[src/rtl/gfx_mem_arbiter_n.sv]
// gfx_mem_arbiter_n: single-port graphics RAM arbiter.
//
// Clients are one data fetcher and NUM_ENG drawing engines. The fetcher owns
// a priority slot every DF_PERIOD cycles. Engines share the remaining
// bandwidth through work-conserving round-robin. Grants are registered, and
// the winning command is registered onto the mem_* port. Each read carries a
// one-hot tag down a shift pipeline, so the broadcast return can be claimed
// by its requester (bit0 = fetcher, bit i+1 = engine i).
//
// Optional build macro GFX_ARB_BCAST_REG_EN: when defined, bcast_data_o is
// registered from mem_data_in_i. The tag is then delayed one extra cycle so
// that tag and data stay aligned.
module gfx_mem_arbiter_n #(
    parameter int NUM_ENG   = 3,
    parameter int ADDR_W    = 17,
    parameter int DATA_W    = 32,
    parameter int RD_LAT    = 2,
    parameter int DF_PERIOD = 2
) (
    input  logic                      clk,
    input  logic                      rst_,
    input  logic [ADDR_W-1:0]         fetch_addr_i,
    input  logic [DATA_W-1:0]         fetch_wrdata_i,
    input  logic [3:0]                fetch_op_i,
    input  logic                      fetch_rts_i,
    output logic                      fetch_rtr_o,
    input  logic [NUM_ENG*ADDR_W-1:0] eng_addr_i,
    input  logic [NUM_ENG*DATA_W-1:0] eng_wrdata_i,
    input  logic [NUM_ENG*4-1:0]      eng_op_i,
    input  logic [NUM_ENG-1:0]        eng_rts_i,
    output logic [NUM_ENG-1:0]        eng_rtr_o,
    output logic [3:0]                mem_wben_o,
    output logic [ADDR_W-1:0]         mem_addr_o,
    output logic [DATA_W-1:0]         mem_data_out_o,
    input  logic [DATA_W-1:0]         mem_data_in_i,
    output logic [DATA_W-1:0]         bcast_data_o,
    output logic [NUM_ENG:0]          bcast_xfc_o
);

    localparam int SLOT_W = (DF_PERIOD > 1) ? $clog2(DF_PERIOD) : 1;
    localparam int PTR_W  = (NUM_ENG > 1) ? $clog2(NUM_ENG) : 1;
`ifdef GFX_ARB_BCAST_REG_EN
    localparam int TAG_LAST = RD_LAT + 1;
`else
    localparam int TAG_LAST = RD_LAT;
`endif

    // Encode a one-hot engine vector into its index.
    function automatic logic [PTR_W-1:0] onehot_to_idx(input logic [NUM_ENG-1:0] v);
        logic [PTR_W-1:0] r;
        r = '0;
        for (int i = 0; i < NUM_ENG; i++) begin
            r = v[i] ? PTR_W'(i) : r;
        end
        return r;
    endfunction

    // Pick the first requester, searching upward from ptr+1 with wrap-around.
    function automatic logic [NUM_ENG-1:0] rr_pick(input logic [NUM_ENG-1:0] req,
                                                   input logic [PTR_W-1:0]   ptr);
        logic [NUM_ENG-1:0] g;
        logic               found;
        logic [PTR_W-1:0]   idx;
        g     = '0;
        found = 1'b0;
        for (int off = 1; off <= NUM_ENG; off++) begin
            idx    = PTR_W'((int'(ptr) + off) % NUM_ENG);
            g[idx] = g[idx] | (~found & req[idx]);
            found  = found | req[idx];
        end
        return g;
    endfunction

    logic [SLOT_W-1:0] slot_q, slot_d;
    logic [PTR_W-1:0]  ptr_q, ptr_d;
    logic [NUM_ENG:0]  grant_q, grant_d;

    logic               fetch_xfc_s;
    logic [NUM_ENG-1:0] eng_xfc_s;
    logic               any_xfc_s;

    logic [3:0]        cmd_op_s;
    logic [ADDR_W-1:0] cmd_addr_s;
    logic [DATA_W-1:0] cmd_data_s;
    logic [NUM_ENG:0]  tag_in_s;

    logic [3:0]        mem_wben_q;
    logic [ADDR_W-1:0] mem_addr_q;
    logic [DATA_W-1:0] mem_data_q;
    logic [NUM_ENG:0]  tag_q [TAG_LAST+1];

    // A transfer needs both request and grant in the same cycle.
    assign fetch_xfc_s = fetch_rts_i & grant_q[0];
    assign eng_xfc_s   = eng_rts_i & grant_q[NUM_ENG:1];
    assign any_xfc_s   = fetch_xfc_s | (|eng_xfc_s);

    // Free-running slot counter, wrapping at DF_PERIOD-1.
    always_comb begin
        slot_d = slot_q;
        if (slot_q == SLOT_W'(DF_PERIOD - 1)) begin
            slot_d = '0;
        end else begin
            slot_d = slot_q + SLOT_W'(1);
        end
    end

    // The round-robin pointer follows only engine transfers.
    always_comb begin
        ptr_d = ptr_q;
        if (|eng_xfc_s) begin
            ptr_d = onehot_to_idx(eng_xfc_s);
        end else begin
            ptr_d = ptr_q;
        end
    end

    // Next grant. slot_d is the slot during which this grant is visible.
    // ptr_d already rotates past an engine that is transferring now.
    always_comb begin
        grant_d = '0;
        if ((slot_d == '0) && fetch_rts_i) begin
            grant_d = {{NUM_ENG{1'b0}}, 1'b1};
        end else begin
            grant_d = {rr_pick(eng_rts_i, ptr_d), 1'b0};
        end
    end

    // Select the payload of the transferring client. The fetcher is the fallback.
    always_comb begin
        cmd_op_s   = fetch_op_i;
        cmd_addr_s = fetch_addr_i;
        cmd_data_s = fetch_wrdata_i;
        for (int i = 0; i < NUM_ENG; i++) begin
            cmd_op_s   = eng_xfc_s[i] ? eng_op_i[i*4 +: 4]          : cmd_op_s;
            cmd_addr_s = eng_xfc_s[i] ? eng_addr_i[i*ADDR_W +: ADDR_W] : cmd_addr_s;
            cmd_data_s = eng_xfc_s[i] ? eng_wrdata_i[i*DATA_W +: DATA_W] : cmd_data_s;
        end
        if (any_xfc_s && (cmd_op_s == 4'b0000)) begin
            tag_in_s = {eng_xfc_s, fetch_xfc_s};
        end else begin
            tag_in_s = '0;
        end
    end

    // Arbitration state: slot counter, round-robin pointer and grant register.
    always_ff @(posedge clk or negedge rst_) begin
        if (!rst_) begin
            slot_q  <= '0;
            ptr_q   <= PTR_W'(NUM_ENG - 1);
            grant_q <= '0;
        end else begin
            slot_q  <= slot_d;
            ptr_q   <= ptr_d;
            grant_q <= grant_d;
        end
    end

    // Command register. Write enables last one cycle; address and data hold when idle.
    always_ff @(posedge clk or negedge rst_) begin
        if (!rst_) begin
            mem_wben_q <= 4'b0000;
            mem_addr_q <= '0;
            mem_data_q <= '0;
        end else if (any_xfc_s) begin
            mem_wben_q <= cmd_op_s;
            mem_addr_q <= cmd_addr_s;
            mem_data_q <= cmd_data_s;
        end else begin
            mem_wben_q <= 4'b0000;
        end
    end

    // Read-tag shift pipeline. Stage 0 lines up with the issued command.
    always_ff @(posedge clk or negedge rst_) begin
        if (!rst_) begin
            for (int i = 0; i <= TAG_LAST; i++) begin
                tag_q[i] <= '0;
            end
        end else begin
            tag_q[0] <= tag_in_s;
            for (int i = 1; i <= TAG_LAST; i++) begin
                tag_q[i] <= tag_q[i-1];
            end
        end
    end

`ifdef GFX_ARB_BCAST_REG_EN
    logic [DATA_W-1:0] bcast_data_q;

    // Registered broadcast data, one cycle behind the RAM output.
    always_ff @(posedge clk or negedge rst_) begin
        if (!rst_) begin
            bcast_data_q <= '0;
        end else begin
            bcast_data_q <= mem_data_in_i;
        end
    end

    assign bcast_data_o = bcast_data_q;
`else
    assign bcast_data_o = mem_data_in_i;
`endif

    assign fetch_rtr_o    = grant_q[0];
    assign eng_rtr_o      = grant_q[NUM_ENG:1];
    assign mem_wben_o     = mem_wben_q;
    assign mem_addr_o     = mem_addr_q;
    assign mem_data_out_o = mem_data_q;
    assign bcast_xfc_o    = tag_q[TAG_LAST];

endmodule
[config.mk]
export PLATFORM = sky130hd
export DESIGN_NAME = gfx_mem_arbiter_n
export DESIGN_NICKNAME = d
export VERILOG_FILES = /design/src/rtl/gfx_mem_arbiter_n.sv
export SDC_FILE = /design/constraint.sdc
export NUM_CORES = 1
export LEC_CHECK = 0
export CORE_ASPECT_RATIO = 0.5
export CORE_UTILIZATION = 30
export DETAILED_ROUTE_END_ITERATION = 16
export PLACE_DENSITY = 0.71
export SLEW_MARGIN = 10
export SYNTH_ARGS = -nofsm -noshare
export SYNTH_HDL_FRONTEND = slang
export SYNTH_SLANG_ARGS = --single-unit
[constraint.sdc]
create_clock -name clk -period 2.64 [get_ports clk]
set_input_delay 0.264 -clock clk [delete_from_list [all_inputs] [get_ports clk]]
set_output_delay 0.264 -clock clk [all_outputs]
set_load 0.01 [all_outputs]
==> results.ini, run 1 <==
[outcome]
status=finished, final reports clean

[run]
cap_violations=0

[clock_network]
htree_levels=3
clkLatencyLatePin_ns=0.33
cts_max_path_buffers=2
cts-resized-gates=0
cts_tree=done
clk_pin_slew_ns=0.06
cts_inserted_buffers=9
cts-root-buf=clkbuf_16
post_cts_buffers=0
cts_sinks=72

[grt]
use_met1_pct=25.9
track_usage_pct=21.1
antenna_found_initial=0
grt_start_max_net_pins=71
gr-total-overflow=0
grtUsageMet3_pct=4.92
gr-max-usage-layer=met2
grt_pass1_wl_um=25900
grt_pass1_vias=4940
grt_util_met2_pct=37.3

[drt]
vias=5133
wire_per_inst_um=18.1
drc=0
final_antenna_net_count=0
drt-pass1-iter-count=5
drt-initial-drc-count=398
wl_um=17900
avgViaCountPerCell=5.18

[cells_and_area]
layout-drive-gt1-share_pct=4.92
num-nets-final=1039
fin_area_mm2=0.00757
multi_input_area_mm2=0.00224
antennaDiodeCount=0
fill_cells=1381
regArea_mm2=0.00180
area_growth_pct=64.5

[sta]
finalSetupViolations=0
slew_viol_final=0
fin_crit_ns=2.18
tightestPinTransition_ns=0.728
timing.final.crit_share_pct=82.7
skew_ns=0.00930
hold_viol=0
rsz0062_at_grt=no
fmax_ghz=0.458
hold_slack_ns=0.327
setup_ws_ns=0.456
relSlewSlack_pct=51.5
setup-tns-final_ns=0

[floorplan]
die_y_um=89.6
ioPinCount=343
die_area_mm2=0.0159
floorplan.rows=31
die_w_um=177
initial_core_util_pct=31.3
core-area_mm2=0.0147

[hold_path]
hold_path.class=input port to asynchronous set/reset pin

[critical_path]
startpoint_type=flop
critPathLaunch=grant_q[1]$_DFF_PN0_
r2r_end=grant_q[1]$_DFF_PN0_
reg2reg_depth=8
crit_type=flop to flop
worst-r2r-setup-slack_ns=0.46
critPathCaptureType=flop
r2r_start=grant_q[1]$_DFF_PN0_
worstPathRequired_ns=2.91
path_max_fanout=17
crit_arrival_ns=2.45
critPathCapture=grant_q[1]$_DFF_PN0_

[yosys]
syn_inst=573
syn-cell-area_mm2=0.00460
ys_seq_elements=72
synth_top_flop_cell=dfrtp_1
synth-edff-count=0
yosysUniqueCellTypes=38
yosys_warnings=0
ys_seq_area_share_pct=39.2
async_reset_ff_share_pct=100
syn-num-nets=825
syn-mean-instance-area_um2=8.03

[place]
placed_area_mm2=0.00723
portBuffers=278
dp_hpwl_um=13100
routabilityCongestion=0.835
post-place-ws_ns=0.213

[pwr]
peakVddDrop_uv=418
cellPowerDensity_mw_per_mm2=936
power.leakage_nw=3.09

-- kinds of logic (layout without fill, tap and decap cells) --
kind of cell	count (synthesis)	count (layout)	synth area share, %
muxes	3	3	0.653
DFF	72	72	39.2
adders and majority gates	2	2	0.544
AOI/OAI and AO/OA	168	168	25.5
buffers and inverters	96	315	12.3
and+or+nand+nor	232	232	21.8
-- where the power goes --
part	switching, mW	total (mW)	internal, mW	leakage (nW)
clock network	0.462	1.34	0.879	0.160
logic	1.96	3.90	1.93	2.08
registers	0.283	1.84	1.56	0.847
-- flip-flops by register name, indices dropped and copies added (netlist names) --
register	flops
ptr_q	2
mem_wben_o	4
bcast_xfc_o	4
grant_q	4
slot_q	1
mem_addr_o	17
tag_q	8
mem_data_out_o	32
-- timing repair --
| item | 4_1_cts | 5_1_grt |
|---|---|---|
| hold endpoints to repair | 12 | 0 |
| hold buffers | 1 | 0 |
| endpoints found under the setup margin | 0 | 0 |
-- per-layer routing --
layer	routed length, um	vias up
li1	-	2427
met3	1300	32
met4	349	0
met1	7220	2444
met5	0	-
met2	9040	230
-- stage by stage --
stage | total power, mW | util [%] | instances
global placement | 5.69 | 49.2 | 973
floorplan | 4.01 | - | 573
detailed placement | 5.76 | 49.2 | 973
global route | 7.57 | 51.5 | 990
CTS | 7.14 | 51.5 | 990
finish | 7.08 | 51.5 | 990
-- cell usage in the layout (no fill, tap or decap), types with 2 or more instances in the layout --
cell type / count
o21ai_0: 2
and3_1: 4
a22oi_1: 3
mux2i_1: 3
nor3_1: 3
inv_1: 6
a21oi_1: 103
clkbuf_8: 2
clkbuf_1: 2
nor2_1: 102
nor2b_1: 2
bufinv_16: 2
clkbuf_16: 9
and2_1: 2
nand3_1: 51
dfrtp_1: 70
nand2_4: 2
nand3b_1: 2
a311o_1: 49
nand2_1: 56
ha_1: 2
clkdlybuf4s50_1: 276
buf_4: 12
buf_12: 3
nor4_1: 4
-- synthesized netlist by cell type, drive strengths merged, types with 3 or more instances --
cell type	n	area [um^2]
a21oi	103	515
a22oi	3	22.5
a311o	49	490
and2	3	21.3
and3	4	25.0
buf	63	443
clkbuf	27	101
dfrtp	71	1780
inv	6	22.5
mux2i	3	30.0
nand2	58	225
nand3	51	255
nor2	102	383
nor3	3	15.0
nor4	4	25.0
-- area by class of cell --
| class | instances | share of cell area, % |
|---|---|---|
| tap | 198 | 3.27 |
| clock inverter | 3 | 0.860 |
| sequential | 72 | 23.8 |
| clock buffer | 13 | 3.44 |
| inverter | 6 | 0.298 |
| multi-input combinational | 405 | 29.6 |
| timing repair buffer | 293 | 38.7 |
-- critical path, cell delays in order (launching register included) --
cell	delay [ns]
dfrtp_2	0.53
nand2_4	0.25
nand2_1	0.08
a21oi_1	0.25
ha_1	0.31
and2_1	0.17
a21oi_1	0.04
o311ai_0	0.29
o211a_1	0.20
-- worst min-delay path by stage --
| stage | start | endpoint | slack, ns |
|---|---|---|---|
| finish | rst_ | mem_data_out_o[22]$_DFFE_PN0P_ | 0.33 |
| global route | rst_ | mem_data_out_o[21]$_DFFE_PN0P_ | 0.32 |
| CTS | rst_ | mem_data_out_o[22]$_DFFE_PN0P_ | 0.32 |
| detailed placement | rst_ | mem_data_out_o[26]$_DFFE_PN0P_ | 0.13 |
| global placement | rst_ | mem_data_out_o[26]$_DFFE_PN0P_ | 0.12 |
| floorplan | rst_ | bcast_xfc_o[0]$_DFF_PN0_ | -0.03 |
Note: power is estimated with default switching activity, not from simulation.
==> run 2, diff against run 1 <==
==> constraint.sdc (replaced) <==
create_clock -name clk -period 2.1 [get_ports clk]
set_input_delay 0.21 -clock clk [delete_from_list [all_inputs] [get_ports clk]]
set_output_delay 0.21 -clock clk [all_outputs]
set_load 0.01 [all_outputs]
==> run 2 against run 1 <==
Effect of this change: sequential share of layout area is 0.26 points lower; first-iteration DRC count increased by 4.8%; final area rose by 1.2%; register-to-register slack worse by 0.31 ns; clock skew fell by 0.0011 ns; fmax is 12% higher; cell count rose by 0.91%; flip-flop and latch count unchanged; die area did not move; combinational power grew 29%; largest power group unchanged; highest routed layer unchanged.
==> results.ini, run 2 (same netlist as run 1, synthesis figures left out) <==
[drt]
wire_per_inst_um=18.3  ; was 18.1 um
drt-pass1-iter-count=5  ; unchanged
drt-initial-drc-count=417  ; was 398
final_antenna_net_count=0  ; unchanged
drc=0  ; unchanged
avgViaCountPerCell=5.20  ; was 5.18
vias=5190  ; was 5133
wl_um=18300  ; was 17900 um

[critical_path]
max_stage_delay_ns=0.44  ; was 0.53 ns
startpoint_type=flop  ; unchanged
critPathCaptureType=flop  ; unchanged
r2r_end=grant_q[3]$_DFF_PN0_  ; was grant_q[1]$_DFF_PN0_
worst-r2r-setup-slack_ns=0.15  ; was 0.46 ns
worst_path_most_repeated_cell=o21ai_0  ; was a21oi_1
critPathCapture=grant_q[3]$_DFF_PN0_  ; was grant_q[1]$_DFF_PN0_
worstPathRequired_ns=2.32  ; was 2.91 ns
critPathLaunch=grant_q[1]$_DFF_PN0_  ; unchanged
crit_arrival_ns=2.17  ; was 2.45 ns
path_cells=nand2_4 > nand2_1 > a21oi_2 > inv_1 > ha_1 > nor2b_1 > o21ai_0 > o21ai_0 > and3_1  ; was nand2_4 > nand2_1 > a21oi_1 > ha_1 > and2_1 > a21oi_1 > o311ai_0 > o211a_1
slowest_stage=dfrtp_2  ; unchanged
path_max_fanout=10  ; was 17
reg2reg_depth=9  ; was 8
crit_type=flop to flop  ; unchanged
r2r_start=grant_q[1]$_DFF_PN0_  ; unchanged

[clock_network]
htree_levels=3  ; unchanged
clk_pin_slew_ns=0.07  ; was 0.06 ns
cts_tree=done  ; unchanged
cts_sinks=72  ; unchanged
cts_max_path_buffers=2  ; unchanged
clkLatencyLatePin_ns=0.34  ; was 0.33 ns
cts-root-buf=clkbuf_16  ; unchanged
cts_inserted_buffers=9  ; unchanged

[floorplan]
floorplan.rows=31  ; unchanged
ioPinCount=343  ; unchanged
initial_core_util_pct=31.3  ; unchanged
core-area_mm2=0.0147  ; unchanged
die_area_mm2=0.0159  ; unchanged
die_y_um=89.6  ; unchanged
die_w_um=177  ; unchanged

[pwr]
p_int_mw=5.51  ; was 4.37 mW
peakVddDrop_uv=575  ; was 418 uV
swShare_pct=38.9  ; was 38.3%
power.switching_mw=3.51  ; was 2.71 mW
seqPwrFrac_pct=25.4  ; was 26.0%
p_comb_share_pct=56.0  ; was 55.0%
cellPowerDensity_mw_per_mm2=1180  ; was 936 mW/mm^2
clockPowerShare_pct=18.6  ; was 18.9%
power.leakage_nw=3.14  ; was 3.09 nW

[sta]
fin_crit_ns=1.95  ; was 2.18 ns
timing.final.crit_share_pct=93.0  ; was 82.7%
setup_ws_ns=0.148  ; was 0.456 ns
relSlewSlack_pct=69.7  ; was 51.5%
fmax_ghz=0.512  ; was 0.458 GHz
hold_viol=0  ; unchanged
finalSetupViolations=0  ; unchanged
setup-tns-final_ns=0  ; unchanged
skew_ns=0.00821  ; was 0.00930 ns
slew_viol_final=0  ; unchanged
tightestPinTransition_ns=0.455  ; was 0.728 ns
rsz0062_at_grt=no  ; unchanged

[cells_and_area]
fin_cells=999  ; was 990
regArea_mm2=0.00181  ; was 0.00180 mm^2
final_cell_mix=clkdlybuf4s50_1 (276), nor2_1 (102), a21oi_1 (102)  ; was clkdlybuf4s50_1 (276), a21oi_1 (103), nor2_1 (102)
largest_register_ffs=32  ; unchanged
multi_input_area_mm2=0.00225  ; was 0.00224 mm^2
final_common_cell=clkdlybuf4s50_1  ; unchanged
layout-drive-gt1-share_pct=6.62  ; was 4.92%
fill_cells=1340  ; was 1381
num-nets-final=1048  ; was 1039
area_growth_pct=66.4  ; was 64.5%
antennaDiodeCount=0  ; unchanged

[place]
place_inst=982  ; was 973
portBuffers=278  ; unchanged
dp_hpwl_um=13800  ; was 13100 um
post-place-ws_ns=-0.0584  ; was 0.213 ns
routabilityCongestion=0.878  ; was 0.835

[hold_path]
hold_path.class=flop to flop  ; was input port to asynchronous set/reset pin

[grt]
track_usage_pct=21.7  ; was 21.1%
grt_start_max_net_pins=67  ; was 71
antenna_found_initial=0  ; unchanged
gr-total-overflow=0  ; unchanged
grt_pass1_vias=5065  ; was 4940
grt_pass1_wl_um=26700  ; was 25900 um

[outcome]
status=finished, final reports clean  ; unchanged

[run]
cap_violations=0  ; unchanged

## run 2: stage by stage
stage | hold WS, ns | cell area (um^2) | utilization [%] | power (mW)
after CTS | 0.349 | 7660 | 52.1 | 9.07
after global routing | 0.352 | 7660 | 52.1 | 9.62
final | 0.348 | 7660 | 52.1 | 9.03
after global placement | 0.197 | 7320 | 49.8 | 7.24
after floorplan | -0.0856 | 4610 | - | 5.06
after detailed placement | 0.196 | 7320 | 49.8 | 7.34
## run 2: power by group through the flow
stage | Combinational [mW] | Clock [mW] | Sequential (mW)
3_3_place_gp | 4.95 | 0 | 2.29
3_5_place_dp | 5.03 | 0 | 2.30
4_1_cts | 5.06 | 1.72 | 2.29
6_report | 5.05 | 1.68 | 2.29
5_1_grt | 5.48 | 1.79 | 2.35
2_1_floorplan | 2.56 | 0 | 2.50
## run 2: layout make-up
cell class | count | area share [%]
timing repair buffer | 302 | 39.3
multi-input combinational | 405 | 29.3
sequential | 72 | 23.6
tap | 198 | 3.23
clock buffer | 9 | 2.94
clock inverter | 7 | 1.34
inverter | 6 | 0.294
## run 2: what timing repair did
action,in CTS,in global routing
resized for setup,0,1
hold endpoints to repair,32,0
endpoints found under the setup margin,0,1
setup buffers,0,0
hold buffers,1,0
## run 2: routing by layer
layer	vias up	part of all wire, %	GRT usage (%)
met3	26	7.2	4.76
met2	225	50	38.3
met1	2490	41	27.0
met4	0	1.5	6.43
met5	-	0	0
li1	2449	-	-
## run 2: how the worst min path moves through the flow
stage                             startpoint                       end  slack, ns  depth (start not counted)
after floorplan                         rst_  bcast_xfc_o[0]$_DFF_PN0_      -0.09                          0
after global placement                  rst_   mem_wben_o[1]$_DFF_PN0_       0.20                          1
after detailed placement                rst_   mem_wben_o[1]$_DFF_PN0_       0.20                          1
after CTS                 tag_q[7]$_DFF_PN0_  bcast_xfc_o[3]$_DFF_PN0_       0.35                          0
after global routing      tag_q[9]$_DFF_PN0_        tag_q[5]$_DFF_PN0_       0.35                          0
final                     tag_q[5]$_DFF_PN0_  bcast_xfc_o[1]$_DFF_PN0_       0.35                          0
## run 2: critical path, delay by kind of cell (launching register included)
family	cells	cell delay (ns)
AOI/OAI and AO/OA	3	0.44
adders and majority gates	1	0.26
buffers and inverters	1	0.07
DFF	1	0.44
and+or+nand+nor	4	0.62
